===== src/rtl/snn_activity_monitor.sv =====
// rtl/snn_activity_monitor.sv - windowed event/spike counters and input-to-output latency monitor for snn_layer
module snn_activity_monitor #(
    parameter int FAN_IN      = 128,
    parameter int NUM_NEURONS = 1,
    parameter int CNT_W       = 32,
    parameter int TS_W        = 16,
    parameter int LAT_W       = 40,
    parameter int FIFO_DEPTH  = 16,
    localparam int LSEL_W     = (NUM_NEURONS > 1) ? $clog2(NUM_NEURONS) : 1
) (
    input  logic                   clk,
    input  logic                   rst_n,
    input  logic [FAN_IN-1:0]      pre_spikes,
    input  logic [NUM_NEURONS-1:0] post_spikes,
    input  logic [LSEL_W-1:0]      lat_sel,
    input  logic [CNT_W-1:0]       win_cycles,
    input  logic                   start,
    input  logic                   stop,
    input  logic                   abort,
    output logic                   busy,
    output logic                   done,
    output logic [CNT_W-1:0]       cycles,
    output logic [CNT_W-1:0]       in_events,
    output logic [CNT_W-1:0]       out_spikes,
    output logic [LAT_W-1:0]       lat_sum,
    output logic [CNT_W-1:0]       lat_samples,
    output logic [TS_W-1:0]        lat_last,
    output logic                   fifo_ovf,
    output logic                   sat
);
    localparam int PC_W = $clog2(FAN_IN + 1);
    localparam int PO_W = $clog2(NUM_NEURONS + 1);
    localparam int AW   = $clog2(FIFO_DEPTH);

    typedef enum logic [1:0] {S_IDLE, S_RUN, S_DONE} state_t;
    state_t state, state_nxt;

    logic                  clear, sample;
    logic [TS_W-1:0]       ts;
    logic [TS_W-1:0]       fifo_ts  [FIFO_DEPTH];
    logic [PC_W-1:0]       fifo_cnt [FIFO_DEPTH];
    logic [AW:0]           wr_ptr, rd_ptr;

    logic [PC_W-1:0]       pre_pc, push_cnt;
    logic [PO_W-1:0]       post_pc;
    logic [NUM_NEURONS-1:0] post_sh;
    logic                  lat_spike, take, fifo_empty, fifo_full;
    logic                  push_en, retire, dec_head, drop;
    logic [TS_W-1:0]       head_ts, latency;
    logic [PC_W-1:0]       head_cnt;
    logic [CNT_W:0]        cyc_add, ine_add, outs_add, samp_add;
    logic [LAT_W:0]        lsum_add;

    function automatic logic [CNT_W:0] add_cnt(input logic [CNT_W-1:0] a, input logic [CNT_W-1:0] b);
        logic [CNT_W:0] s;
        s = {1'b0, a} + {1'b0, b};
        return s[CNT_W] ? {1'b1, {CNT_W{1'b1}}} : s;
    endfunction

    function automatic logic [LAT_W:0] add_lat(input logic [LAT_W-1:0] a, input logic [LAT_W-1:0] b);
        logic [LAT_W:0] s;
        s = {1'b0, a} + {1'b0, b};
        return s[LAT_W] ? {1'b1, {LAT_W{1'b1}}} : s;
    endfunction

    assign busy = (state == S_RUN);
    assign done = (state == S_DONE);

    // Popcounts, FIFO status and the latency pop/push decision for this cycle
    always_comb begin
        pre_pc  = '0;
        post_pc = '0;
        for (int i = 0; i < FAN_IN; i++) pre_pc = pre_pc + PC_W'(pre_spikes[i]);
        for (int i = 0; i < NUM_NEURONS; i++) post_pc = post_pc + PO_W'(post_spikes[i]);
        post_sh    = post_spikes >> lat_sel;
        lat_spike  = post_sh[0];
        fifo_empty = (wr_ptr == rd_ptr);
        fifo_full  = (wr_ptr[AW] != rd_ptr[AW]) && (wr_ptr[AW-1:0] == rd_ptr[AW-1:0]);
        head_ts    = fifo_ts[rd_ptr[AW-1:0]];
        head_cnt   = fifo_cnt[rd_ptr[AW-1:0]];
        take       = lat_spike && (!fifo_empty || pre_pc != '0);
        latency    = '0;
        retire     = 1'b0;
        dec_head   = 1'b0;
        drop       = 1'b0;
        push_cnt   = pre_pc;
        push_en    = 1'b0;
        if (fifo_empty) begin
            // This cycle's batch is the head: consume one event before it is stored
            if (take) push_cnt = pre_pc - PC_W'(1);
            push_en = (push_cnt != '0);
        end else begin
            latency  = ts - head_ts;
            retire   = take && (head_cnt == PC_W'(1));
            dec_head = take && (head_cnt != PC_W'(1));
            push_en  = (pre_pc != '0) && (!fifo_full || retire);
            drop     = (pre_pc != '0) && fifo_full && !retire;
        end
        cyc_add  = add_cnt(cycles, CNT_W'(1));
        ine_add  = add_cnt(in_events, CNT_W'(pre_pc));
        outs_add = add_cnt(out_spikes, CNT_W'(post_pc));
        samp_add = add_cnt(lat_samples, CNT_W'(take));
        lsum_add = add_lat(lat_sum, take ? LAT_W'(latency) : '0);
    end

    // Measurement state machine: abort wins, window end or stop closes RUN
    always_comb begin
        state_nxt = state;
        clear     = 1'b0;
        sample    = 1'b0;
        if (abort) begin
            state_nxt = S_IDLE;
            clear     = 1'b1;
        end else begin
            case (state)
                S_IDLE, S_DONE: begin
                    if (start) begin
                        state_nxt = S_RUN;
                        clear     = 1'b1;
                    end
                end
                S_RUN: begin
                    sample = 1'b1;
                    if (stop || (win_cycles != '0 && cyc_add[CNT_W-1:0] == win_cycles))
                        state_nxt = S_DONE;
                end
                default: state_nxt = S_IDLE;
            endcase
        end
    end

    // State, counters, flags and FIFO pointers
    always_ff @(posedge clk) begin
        if (!rst_n || clear) begin
            state       <= rst_n ? state_nxt : S_IDLE;
            ts          <= '0;
            cycles      <= '0;
            in_events   <= '0;
            out_spikes  <= '0;
            lat_sum     <= '0;
            lat_samples <= '0;
            lat_last    <= '0;
            fifo_ovf    <= 1'b0;
            sat         <= 1'b0;
            wr_ptr      <= '0;
            rd_ptr      <= '0;
        end else begin
            state <= state_nxt;
            if (sample) begin
                ts          <= ts + TS_W'(1);
                cycles      <= cyc_add[CNT_W-1:0];
                in_events   <= ine_add[CNT_W-1:0];
                out_spikes  <= outs_add[CNT_W-1:0];
                lat_samples <= samp_add[CNT_W-1:0];
                lat_sum     <= lsum_add[LAT_W-1:0];
                lat_last    <= take ? latency : '0;
                fifo_ovf    <= fifo_ovf | drop;
                sat         <= sat | cyc_add[CNT_W] | ine_add[CNT_W] | outs_add[CNT_W]
                               | samp_add[CNT_W] | lsum_add[LAT_W];
                if (push_en) wr_ptr <= wr_ptr + (AW+1)'(1);
                if (retire)  rd_ptr <= rd_ptr + (AW+1)'(1);
            end
        end
    end

    // FIFO storage: push a new batch and decrement the head in place
    always_ff @(posedge clk) begin
        if (rst_n && sample && !clear) begin
            if (dec_head) fifo_cnt[rd_ptr[AW-1:0]] <= head_cnt - PC_W'(1);
            if (push_en) begin
                fifo_ts[wr_ptr[AW-1:0]]  <= ts;
                fifo_cnt[wr_ptr[AW-1:0]] <= push_cnt;
            end
        end
    end
endmodule


===== config.mk =====
export PLATFORM = sky130hd
export DESIGN_NAME = snn_activity_monitor
export DESIGN_NICKNAME = d
export VERILOG_FILES = /design/src/rtl/snn_activity_monitor.sv
export SDC_FILE = /design/constraint.sdc
export NUM_CORES = 1
export LEC_CHECK = 0
export ABC_AREA = 1
export CELL_PAD_IN_SITES_DETAIL_PLACEMENT = 1
export CELL_PAD_IN_SITES_GLOBAL_PLACEMENT = 1
export CORE_MARGIN = 4
export CORE_UTILIZATION = 41
export CTS_BUF_LIST = sky130_fd_sc_hd__clkbuf_8
export DETAILED_ROUTE_END_ITERATION = 7
export PLACE_DENSITY = 0.84
export SYNTH_ARGS = -nofsm -noshare
export SYNTH_HDL_FRONTEND = slang
export SYNTH_SLANG_ARGS = --single-unit

===== constraint.sdc =====
create_clock -name clk -period 10.7 [get_ports clk]
set_clock_uncertainty 0.05 [all_clocks]
set_input_delay 1.605 -clock clk [delete_from_list [all_inputs] [get_ports clk]]
set_output_delay 1.605 -clock clk [all_outputs]
set_load 0.02 [all_outputs]

# Yosys cells after proc, flatten, opt, wreduce, memory -nomap -nowiden
# Memory sizes are Yosys's and may differ from the RTL's. A register that Yosys moved wholly into a read port is not among the register bits.
# Cells that the tools add are included.
[op_classes]
n_addsub = 138
n_eq_ne = 8
shift = 1
n_mux = 36
n_bitwise = 6
reduce_logical = 26
[op_table]
columns = ["cell", "n"]
rows = [
  ["$add 8x1->8", 120],
  ["$mux 33", 4],
  ["$add 32x1->33", 2],
  ["$mux 16", 3],
  ["$add 40x16->41", 1],
  ["$mux 41", 1],
  ["$add 32x1->33 const B", 1],
  ["$add 32x8->33", 1],
  ["$eq 32x32->1", 1],
  ["$reduce_bool 32->1", 1],
  ["$mux 8", 3],
  ["$add 16x1->16 const B", 1],
  ["$mux 4", 4],
  ["$reduce_bool 8->1", 2],
  ["$sub 16x16->16", 1],
  ["$sub 8x1->8 const B", 2],
  ["$mux 1", 15],
  ["$add 5x1->5 const B", 2],
  ["$logic_and 1x1->1", 10],
  ["$mux 2", 5],
  ["$add 7x1->8", 1],
  ["$eq 8x1->1 const B", 1],
  ["$ne 8x1->1 const B", 1],
  ["$add 6x1->7", 1],
  ["18 further kinds", 31],
]
[word_totals]
reg_bits = 214
ram_bits = 384
in_bits = 167
output_inout_bits = 188
wordCells = 229
memories = 2
[mem_list]
columns = ["name", "depth", "word_bits", "rd", "rd_clocked_by_memory_dff", "write_ports", "line_no", "text"]
rows = [
  ["fifo_ts", 16, 16, 1, 1, 1, "40", "logic [TS_W-1:0] fifo_ts [FIFO_DEPTH];"],
  ["fifo_cnt", 16, 8, 1, 1, 2, "41", "logic [PC_W-1:0] fifo_cnt [FIFO_DEPTH];"],
]

# Longest topological paths before layout
[depth]
depth_word = 137
mapped_depth = 46

# Worst setup path before layout
# OpenSTA, ideal clock, no wires.
[synth_timing]
path_type = "input -> register"
from = "input port pre_spikes[113]"
to = "register lat_samples[18]"
arrival_time_ps = 9971
required_ps = 10592
path_slack_ps = 621
stages = 42
path_buffers = 1
path_cell_list = "inv_1 > fa_1 > inv_1 > fa_1 > fa_1 > inv_1 > fa_1 > fa_1 > inv_1 > fa_1 > inv_1 > fa_1 > inv_1 > fa_1 > inv_1 > fa_1 > fa_1 > inv_1 > [... 6 more ...] > nand3_4 > nand2_4 > inv_2 > ha_1 > ha_1 > nand3_1 > nor3_1 > nand3_1 > nor2_1 > inv_1 > nor3_1 > inv_1 > nor2_1 > inv_1 > clkbuf_1 > nand2_1 > o21ai_0 > inv_1"
[synth_via]
elab_chain_cells = 20
[synth_lines]
columns = ["element", "line_no", "text"]
rows = [
  ["start, declared", "13", "input logic [FAN_IN-1:0] pre_spikes,"],
  ["$add 8x1->8 (15 in a row)", "73", "for (int i = 0; i < FAN_IN; i++) pre_pc = pre_pc + PC_W'(pre_spikes[i]);"],
  ["$reduce_bool 8->1", "81", "take = lat_spike && (!fifo_empty || pre_pc != '0);"],
  ["$logic_or 1x1->1", "81", ""],
  ["$logic_and 1x1->1", "81", ""],
  ["$add 32x1->33", "56", "s = {1'b0, a} + {1'b0, b};"],
  ["$mux 33", "57", "return s[CNT_W] ? {1'b1, {CNT_W{1'b1}}} : s;"],
  ["end signal, assigned", "154", "lat_samples <= samp_add[CNT_W-1:0];"],
  ["end, declared", "26", "output logic [CNT_W-1:0] lat_samples,"],
]
# No other way between the ends.
# A chain may end at the register's enable or synchronous reset.

# Worst setup path in the final report
[layout_timing]
from = "input port pre_spikes[23]"
to = "register lat_samples[29]"
[layout_via]
elab_chain_cells = 110
[layout_lines]
columns = ["element", "line_no"]
rows = [
  ["$add 8x1->8 (105 in a row)", "73"],
  ["$reduce_bool 8->1", "81"],
  ["$logic_or 1x1->1", "81"],
  ["$logic_and 1x1->1", "81"],
  ["$add 32x1->33", "56"],
  ["$mux 33", "57"],
]
# No other way between the ends.

==> impl_results.md <==
- CTS Buf Count: 105
- Syn Nets: 4493
- DRC: 0
- Worst path arrival time: 10.69 ns
- Clk_lat worst skew: 0.76 ns
- Wirelength per Cell: 22.1 um
- H-tree level count: 3
- Vias post-DR: 32100
- I/O Buffers: 354
- Hold Startpoint: lat_last[4]
- Synth area leader: edfxtp_1
- CTS tree: yes
- Core area: 0.0858 mm^2
- Root Buffer: clkbuf_8
- CTS sink cnt: 602
- Crit path kind: input port to flip-flop
- Syn Inst Count: 4127
- Post-synth EDFFs: 384
- Worst EP required: 11.20 ns
- RSZ-0062 raised after global routing: no
- Setup TNS Final: 0 ns
- Total global routing track utilization: 27.3%
- Vias per cell: 5.58
- WL final: 127000 um
- Crit path largest cell delay: 0.60 ns
- Critical path peak fanout: 4
- Fin. max-slew vios: 0
- Row count: 107
- Post-CTS Hold Buffers: 0
- Most frequent cells in the layout: nand2_1 (798), inv_1 (679), edfxtp_1 (384)
- Worst-margin pin slew: 1.17 ns
- First-pass detailed-route iteration total: 5
- Hold Path Class: flip-flop to flip-flop
- Final period util: 95.2%
- Die ar.: 0.0919 mm^2
- Ys async rst share: 0%
- Max cap viols: 0
- Clock slew at reported path FFs: 0.06 ns
- IO Pins: 355
- Multi-input logic area: 0.0164 mm^2
- Status: finished, final reports clean
- First-pass GRT wire length: 195000 um
- Nets: 4879
- Synth-to-layout area growth: 20.4%
- Rel. slew slack: 21.9%
- Die height: 303 um
- Primary FF master, synth: edfxtp_1
- Antenna violations before repair: 4
- Clk buf depth: 3
- Vias in the first global route: 34100
- Synth area leaders: edfxtp_1 (32%), dfxtp_1 (12%), nand2_1 (8.4%)
- Post-Synthesis Cell Area: 0.0357 mm^2
- Final Wtd Congestion: 0.918
- Total global routing overflow: 0
- Crit path max-delay cell type: fa_1
- Resized cells post-CTS: 0
- Worst setup EP type: flip-flop
- Fill cells: 10100
- DRT antenna net count: 0
- Synth Warn #: 0
- #FFs+latches synth: 602
- Initial Utilization: 41.6%
- Commonest non-fill, non-tap cell in the layout: nand2_1
- Final HPWL DP: 89900 um
- Reg area: 0.0159 mm^2
- Starting DRT DRC Count: 2586
- Final worst-path setup slack: 0.511 ns
- Final worst path period need: 10.19 ns
- Peak Freq: 0.0981 GHz
- Setup bufs post-CTS: 0
- Startpoint types: input port
- Post-Place Worst Slack: -0.243 ns
- Pin count of the biggest net entering global routing: 189
- Syn_area_per_cell: 8.66 um^2
- Layout cells sized above 1: 7.32%
- Critical Path Most Common Cell: fa_1
- Endpoints failing setup: 0
- Final hold vios: 0
- Yosys top cell area share: 32.3%
- Post-synthesis sequential area ratio: 44.5%
- Number of distinct library cells after synthesis: 58
- DIE WIDTH: 303 um
- Crit. Startpoint: pre_spikes[23]
-- registers in the layout, indices dropped and copies added (netlist names), named ones only --
name	flops
fifo_ts	256
fifo_cnt	128
lat_sum	40
cycles	32
in_events	32
lat_samples	32
out_spikes	32
lat_last	16
ts	16
rd_ptr	5
wr_ptr	5
state	2
fifo_ovf	1
sat	1
-- through the flow --
| stage | util (%) | instance area, um^2 | std cells | hold WS (ns) |
|---|---|---|---|---|
| finish | 50.1 | 43000 | 5749 | 0.420 |
| global placement | 47.6 | 40800 | 5550 | 0.402 |
| global route | 50.1 | 43000 | 5748 | 0.449 |
| floorplan | - | 35700 | 4127 | 0.430 |
| CTS | 50.1 | 43000 | 5745 | 0.420 |
| detailed placement | 47.6 | 40800 | 5550 | 0.411 |
-- cells by family (layout without fill, tap and decap cells) --
kind of cell	count (synthesis)	count (layout)	synth area share [%]
AND/OR/NAND/NOR	1600	1600	20.6
buffers and inverters	840	1314	9.66
adder cells (fa/ha/maj)	199	199	9.45
AO/OA/AOI/OAI	704	704	11.0
flip-flops	602	602	44.5
other	0	4	0
multiplexers	71	71	1.99
XOR/XNOR	111	111	2.78
-- metal layers --
layer,track usage (%),part of all wire (%),vias to the layer above
li1,-,-,14700
met1,33.6,40,15800
met2,46.3,48,1251
met3,5.63,7.3,330
met4,12.1,4.8,0
met5,0,0,-
-- worst max-delay path, delay by kind of cell --
kind	cells	cell delay, ns
and+or+nand+nor	12	1.69
AOI/OAI and AO/OA	1	0.08
buffers and inverters	9	0.96
xor gates and xnor gates	1	0.17
adders and majority gates	14	6.21
-- final timing paths --
path                     endpoint  slack [ns]  cells past startpoint
setup / recovery  lat_samples[29]        0.51                     37
setup reg to reg              sat        3.30                     27
hold / removal        lat_last[4]        0.42                      2
hold reg to reg       lat_last[4]        0.42                      2
-- Yosys cell counts (all sizes together), types with 49 or more instances --
cell	number
nand4	215
nor3	63
buf	81
o21ai	276
ha	81
edfxtp	384
xor2	62
xnor2	49
fa	118
o211ai	96
nand2	816
mux2i	71
clkbuf	95
dfxtp	218
nor2	254
nand3	196
inv	659
a21oi	257
-- layout make-up --
type | instances | share of cell area, %
clock inverters | 74 | 1.20
multi-input cells | 2685 | 38.2
well taps | 1144 | 3.33
diodes | 4 | 0.0233
clock buffers | 121 | 3.87
flip-flops and latches | 602 | 37.0
inverters | 664 | 5.80
repair buffers | 455 | 10.6
Power is left out: the tool's default activity adds up to more than one toggle a clock period on the data nets, which glitch-free logic cannot reach.
